--- src/rtl/id_stage.sv ---
// Decode stage: 32x32 register file, operand/immediate decode, registered outputs under valid/ready.
// Optional macro ID_WB_BYPASS_EN: same-cycle writeback data is forwarded to operand reads.
module id_stage (
  input  logic        CLK,
  input  logic        RST,
  input  logic        InValid,
  output logic        InReady,
  input  logic [31:0] InIns,
  input  logic [31:0] InNextPC,
  output logic        OutValid,
  input  logic        OutReady,
  output logic [31:0] Ins,
  output logic [31:0] nextPC,
  output logic [31:0] Rdata1,
  output logic [31:0] Rdata2,
  output logic [31:0] Ed32,
  input  logic        WE,
  input  logic [4:0]  Wadr,
  input  logic [31:0] Wdata
);

  logic [31:0] rf_q [32];
  logic [31:0] rf_d [32];

  logic        out_valid_q, out_valid_d;
  logic [31:0] ins_q, ins_d;
  logic [31:0] npc_q, npc_d;
  logic [31:0] rdata1_q, rdata1_d;
  logic [31:0] rdata2_q, rdata2_d;
  logic [31:0] ed32_q, ed32_d;

  logic [5:0]  op, fn;
  logic [4:0]  rs, rt, sh;
  logic [15:0] imm;
  logic        transfer;
  logic [31:0] rd_rs, rd_rt;

  function automatic logic [31:0] rd_port(input logic [4:0] idx);
    logic [31:0] v;
    v = rf_q[idx];
    if (idx == 5'd0) v = '0;
`ifdef ID_WB_BYPASS_EN
    else if (WE && (Wadr == idx)) v = Wdata;
`endif
    return v;
  endfunction

  assign op  = InIns[31:26];
  assign rs  = InIns[25:21];
  assign rt  = InIns[20:16];
  assign sh  = InIns[10:6];
  assign fn  = InIns[5:0];
  assign imm = InIns[15:0];

  assign InReady  = !out_valid_q || OutReady;
  assign transfer = InValid && InReady;
  assign rd_rs    = rd_port(rs);
  assign rd_rt    = rd_port(rt);

  always_comb begin
    rf_d = rf_q;
    if (WE && (Wadr != 5'd0)) rf_d[Wadr] = Wdata;
  end

  // Outputs only move on a transfer; a stall or drain keeps the data untouched.
  always_comb begin
    out_valid_d = out_valid_q;
    ins_d       = ins_q;
    npc_d       = npc_q;
    rdata1_d    = rdata1_q;
    rdata2_d    = rdata2_q;
    ed32_d      = ed32_q;
    if (transfer) begin
      out_valid_d = 1'b1;
      ins_d       = InIns;
      npc_d       = InNextPC;
      if (op == 6'h00 && (fn == 6'h00 || fn == 6'h02 || fn == 6'h03)) begin
        rdata1_d = rd_rt;
        rdata2_d = {27'b0, sh};
      end else if (op == 6'h00 && (fn == 6'h04 || fn == 6'h06 || fn == 6'h07)) begin
        rdata1_d = rd_rt;
        rdata2_d = {27'b0, rd_rs[4:0]};
      end else if (op == 6'h01) begin
        rdata1_d = rd_rs;
        rdata2_d = (rt == 5'd0) ? 32'd1 : 32'd0;
      end else begin
        rdata1_d = rd_rs;
        rdata2_d = rd_rt;
      end
      case (op)
        6'h0C, 6'h0D, 6'h0E: ed32_d = {16'b0, imm};
        6'h0F:               ed32_d = {imm, 16'b0};
        default:             ed32_d = {{16{imm[15]}}, imm};
      endcase
    end else if (OutReady) begin
      out_valid_d = 1'b0;
    end
  end

  always_ff @(posedge CLK or negedge RST) begin
    if (!RST) begin
      for (int i = 0; i < 32; i++) rf_q[i] <= '0;
      out_valid_q <= 1'b0;
      ins_q       <= '0;
      npc_q       <= '0;
      rdata1_q    <= '0;
      rdata2_q    <= '0;
      ed32_q      <= '0;
    end else begin
      rf_q        <= rf_d;
      out_valid_q <= out_valid_d;
      ins_q       <= ins_d;
      npc_q       <= npc_d;
      rdata1_q    <= rdata1_d;
      rdata2_q    <= rdata2_d;
      ed32_q      <= ed32_d;
    end
  end

  assign OutValid = out_valid_q;
  assign Ins      = ins_q;
  assign nextPC   = npc_q;
  assign Rdata1   = rdata1_q;
  assign Rdata2   = rdata2_q;
  assign Ed32     = ed32_q;

endmodule

--- config.mk ---
export PLATFORM = sky130hd
export DESIGN_NAME = id_stage
export DESIGN_NICKNAME = d
export VERILOG_FILES = /design/src/rtl/id_stage.sv
export SDC_FILE = /design/constraint.sdc
export NUM_CORES = 2
export LEC_CHECK = 0
export CORE_MARGIN = 2
export CORE_UTILIZATION = 45
export DETAILED_ROUTE_END_ITERATION = 10
export SLEW_MARGIN = 10
export SYNTH_ARGS = -nofsm -noshare
export SYNTH_HDL_FRONTEND = slang
export SYNTH_SLANG_ARGS = --single-unit
--- constraint.sdc ---
create_clock -name CLK -period 2.45 [get_ports CLK]
set_input_delay 0.49 -clock CLK [delete_from_list [all_inputs] [get_ports CLK]]
set_output_delay 0.49 -clock CLK [all_outputs]
set_load 0.01 [all_outputs]
==> impl_results.md <==
* Peak VDD IR at 0.455 mV
* Worst Path Arrival at 1940 ps
* Remaining antenna violation count at 0
* # rows at 134
* Avg Inst Size Synth at approximately 15 sq um
* Worst stage delay on the critical path at 620 ps
* Slowest-stage cell, CP: clkdlybuf4s50_1
* I/O Buffers at roughly 270
* XOR/XNOR share of the synthesized area at 0%
* Cells after Synth at 4139
* CTS H-tree lvls at 4
* Maxcap violations at 0
* Max FO, Critical Path at 2
* WL/cell at roughly 31 microns
* Crit start category: flip-flop
* Post-synth top flop: dfrtp_1
* CTS tree: yes
* Fin nets at about 4.7k
* Status: completed
* CP endpoint kind: output pin
* Clock buffer count from CTS at about 130
* Clock Latency Late Sink at 780 ps
* Share of cells above drive strength 1 at 48.5%
* Fin. max-slew vios at 0
* Fmax at just over 400 MHz
* Area of the die at 137000 sq um
* GR Util All Layers at 30.2%
* Period utilization at 99.0%
* Hold Path Class: in2async
* Clock skew at 24.9 ps
* Vias per cell at 6.30
* Synth Warn # at 0
* Die Ht at 370 microns
* Worst path cell trace: clkdlybuf4s50_1
* Critical path buffer and inverter count at 1
* Lkg Pwr at between 0.03 and 0.04 uW
* Compound-Gate Fraction of Synth Area at 4.02%
* CTS clk-pin slew, worst paths at around 60 ps
* Util after Layout at roughly 56%
* Req. time, crit path at 1960 ps
* CTS root buf: clkbuf_16
* Initial antenna violation count at 7
* Overflow after GRT at 0
* First-pass GRT wire length at 299000 microns
* CORE AREA at 133000 sq um
* Setup violators final at 0
* Clock Tree Buf Depth at 3
* DRC Markers at 0
* Synth Area in Simple Gates at 3.90%
* Post-DP HPWL at 141000 microns
* DR pass1 iterations at 5
* PwrDens at roughly 800 nW/um^2
* Min Tclk post-route at about 2400 ps
* Placed Instance Area at ~70000 sq um
* Area Overhead vs Synth at 22.9%
* Die extent in x at about 370 microns
* Post-synth EDFFs at 0
* Mux contribution to synthesized area at 39.6%
* Slew HR at 20.1%
* Fin. Hold Viols at 0
* Delay-heaviest family, CP: buffers and inverters
* Final Cell Area at between 70000 and 80000 sq um
* Count of cell types in the netlist at 54
* # placed instances at around 6.3k
* Largest net degree at the start of global routing at 90
* Total length of routed wires at 205000 microns
* Initial core utilization at a little under half
* Number of global-route vias before repair at 41.5k
* Asr flop ratio synth at between 90% and 100%
* # IOs at 268
* Final Non-Filler Cells at 6508
* Post-Synthesis Cell Area at 60300 sq um
* Syn Nets at 4245
* Crit Path Category: reg2out
* Largest family of logic cells by synthesized area: multiplexers
* DR iter-0 viols at roughly 4.2k
* Commonest cells after routing, fill and taps aside: dfrtp_1, mux2_2, mux4_2, buf_4, nand2_1
* CTS Sinks at 1185
* Placer congestion estimate at around 0.88
* Register area share after synthesis at between 40% and 50%
* Worst Tran Pin Value at 1190 ps
* Synth Area in Adders at 0%
* Commonest non-fill, non-tap cell in the layout: dfrtp_1
* RSZ-0062 raised after global routing: no
* Seq cells post-synth at 1185
* Vias after detailed routing at between 40k and 50k
per-layer routing:
| layer | wire, microns | vias to the layer above | part of all wire, % | global-route usage (%) |
|---|---|---|---|---|
| li1 | - | 16817 | - | - |
| met1 | 87600 | 22086 | 43 | 42.9 |
| met2 | 94700 | 1712 | 46 | 46.5 |
| met3 | 15200 | 375 | 7.4 | 5.98 |
| met4 | 7080 | 4 | 3.5 | 10.5 |
| met5 | 23 | - | 0.011 | 0 |
flip-flops by register name, indices dropped and copies added, names as in the netlist:
name	flops
Ed32	32
Ins	32
OutValid	1
Rdata1	32
Rdata2	32
nextPC	32
rf_q	1024
metrics by stage:
stage	hold slack (ps)	setup WS [ps]	setup TNS (ps)	total power, uW
after global placement	362	-700	-37610	38400
after detailed placement	369	-621	-37820	38800
final	209	23.7	0	59300
after global routing	216	31.6	0	61600
after CTS	188	16.0	0	59500
after floorplan	194	58.2	0	33300
area by class of cell:
| cell class | instances | area [sq um] |
|---|---|---|
| Fill cell | 10801 | 59200 |
| Sequential cell | 1185 | 29700 |
| Multi-Input combinational cell | 2516 | 28900 |
| Timing Repair Buffer | 798 | 8760 |
| Clock buffer | 189 | 3940 |
| Tap cell | 1768 | 2210 |
| Clock inverter | 44 | 551 |
| Antenna cell | 5 | 12.5 |
| Inverter | 3 | 11.3 |
cell families after synthesis:
kind of cell,after synthesis
muxes,1666
buffers and inverters,438
DFF,1185
AOI/OAI and AO/OA,344
and+or+nand+nor,506
worst paths after layout:
check / startpoint / end / slack, ps / depth (start not counted)
worst max-delay path: Rdata1[9] / Rdata1[9] / 20 / 1
worst min-delay path: RST / Ins[11] / 210 / 2
worst max register to register: rf_q[386] / Rdata1[2] / 130 / 7
worst min register to register: rf_q[992] / rf_q[992] / 380 / 0
max in group asynchronous: RST / rf_q[153] / 1250 / 4
min in group CLK: InNextPC[7] / nextPC[7] / 250 / 3
power by group:
| part | leakage [uW] | switching (uW) | total (uW) | internal [uW] |
|---|---|---|---|---|
| clock network | 0.00223 | 8400 | 20700 | 12300 |
| registers | 0.0151 | 2820 | 26000 | 23200 |
| logic | 0.0152 | 5050 | 12500 | 7490 |
| total | 0.0326 | 16300 | 59300 | 43000 |
timing repair:
action | in CTS | in global routing
hold buffers | 1 | 0
setup buffers | 0 | 0
setup endpoints to repair | 3 | 0
hold endpoints to repair | 191 | 0
gates resized for setup | 3 | 0
synth_stat cells (all sizes together), types with 32 or more instances:
cell type	number	area share [%]
mux4	477	18
clkbuf	230	1.4
nand3	48	0.40
mux2	1001	19
a21oi	32	0.27
dfrtp	1185	49
o21ai	41	0.34
o22ai	54	0.56
nand2	311	1.9
mux2i	188	3.1
a22oi	98	1.2
buf	205	1.8
No activity file was read; power rests on OpenSTA's default activity.
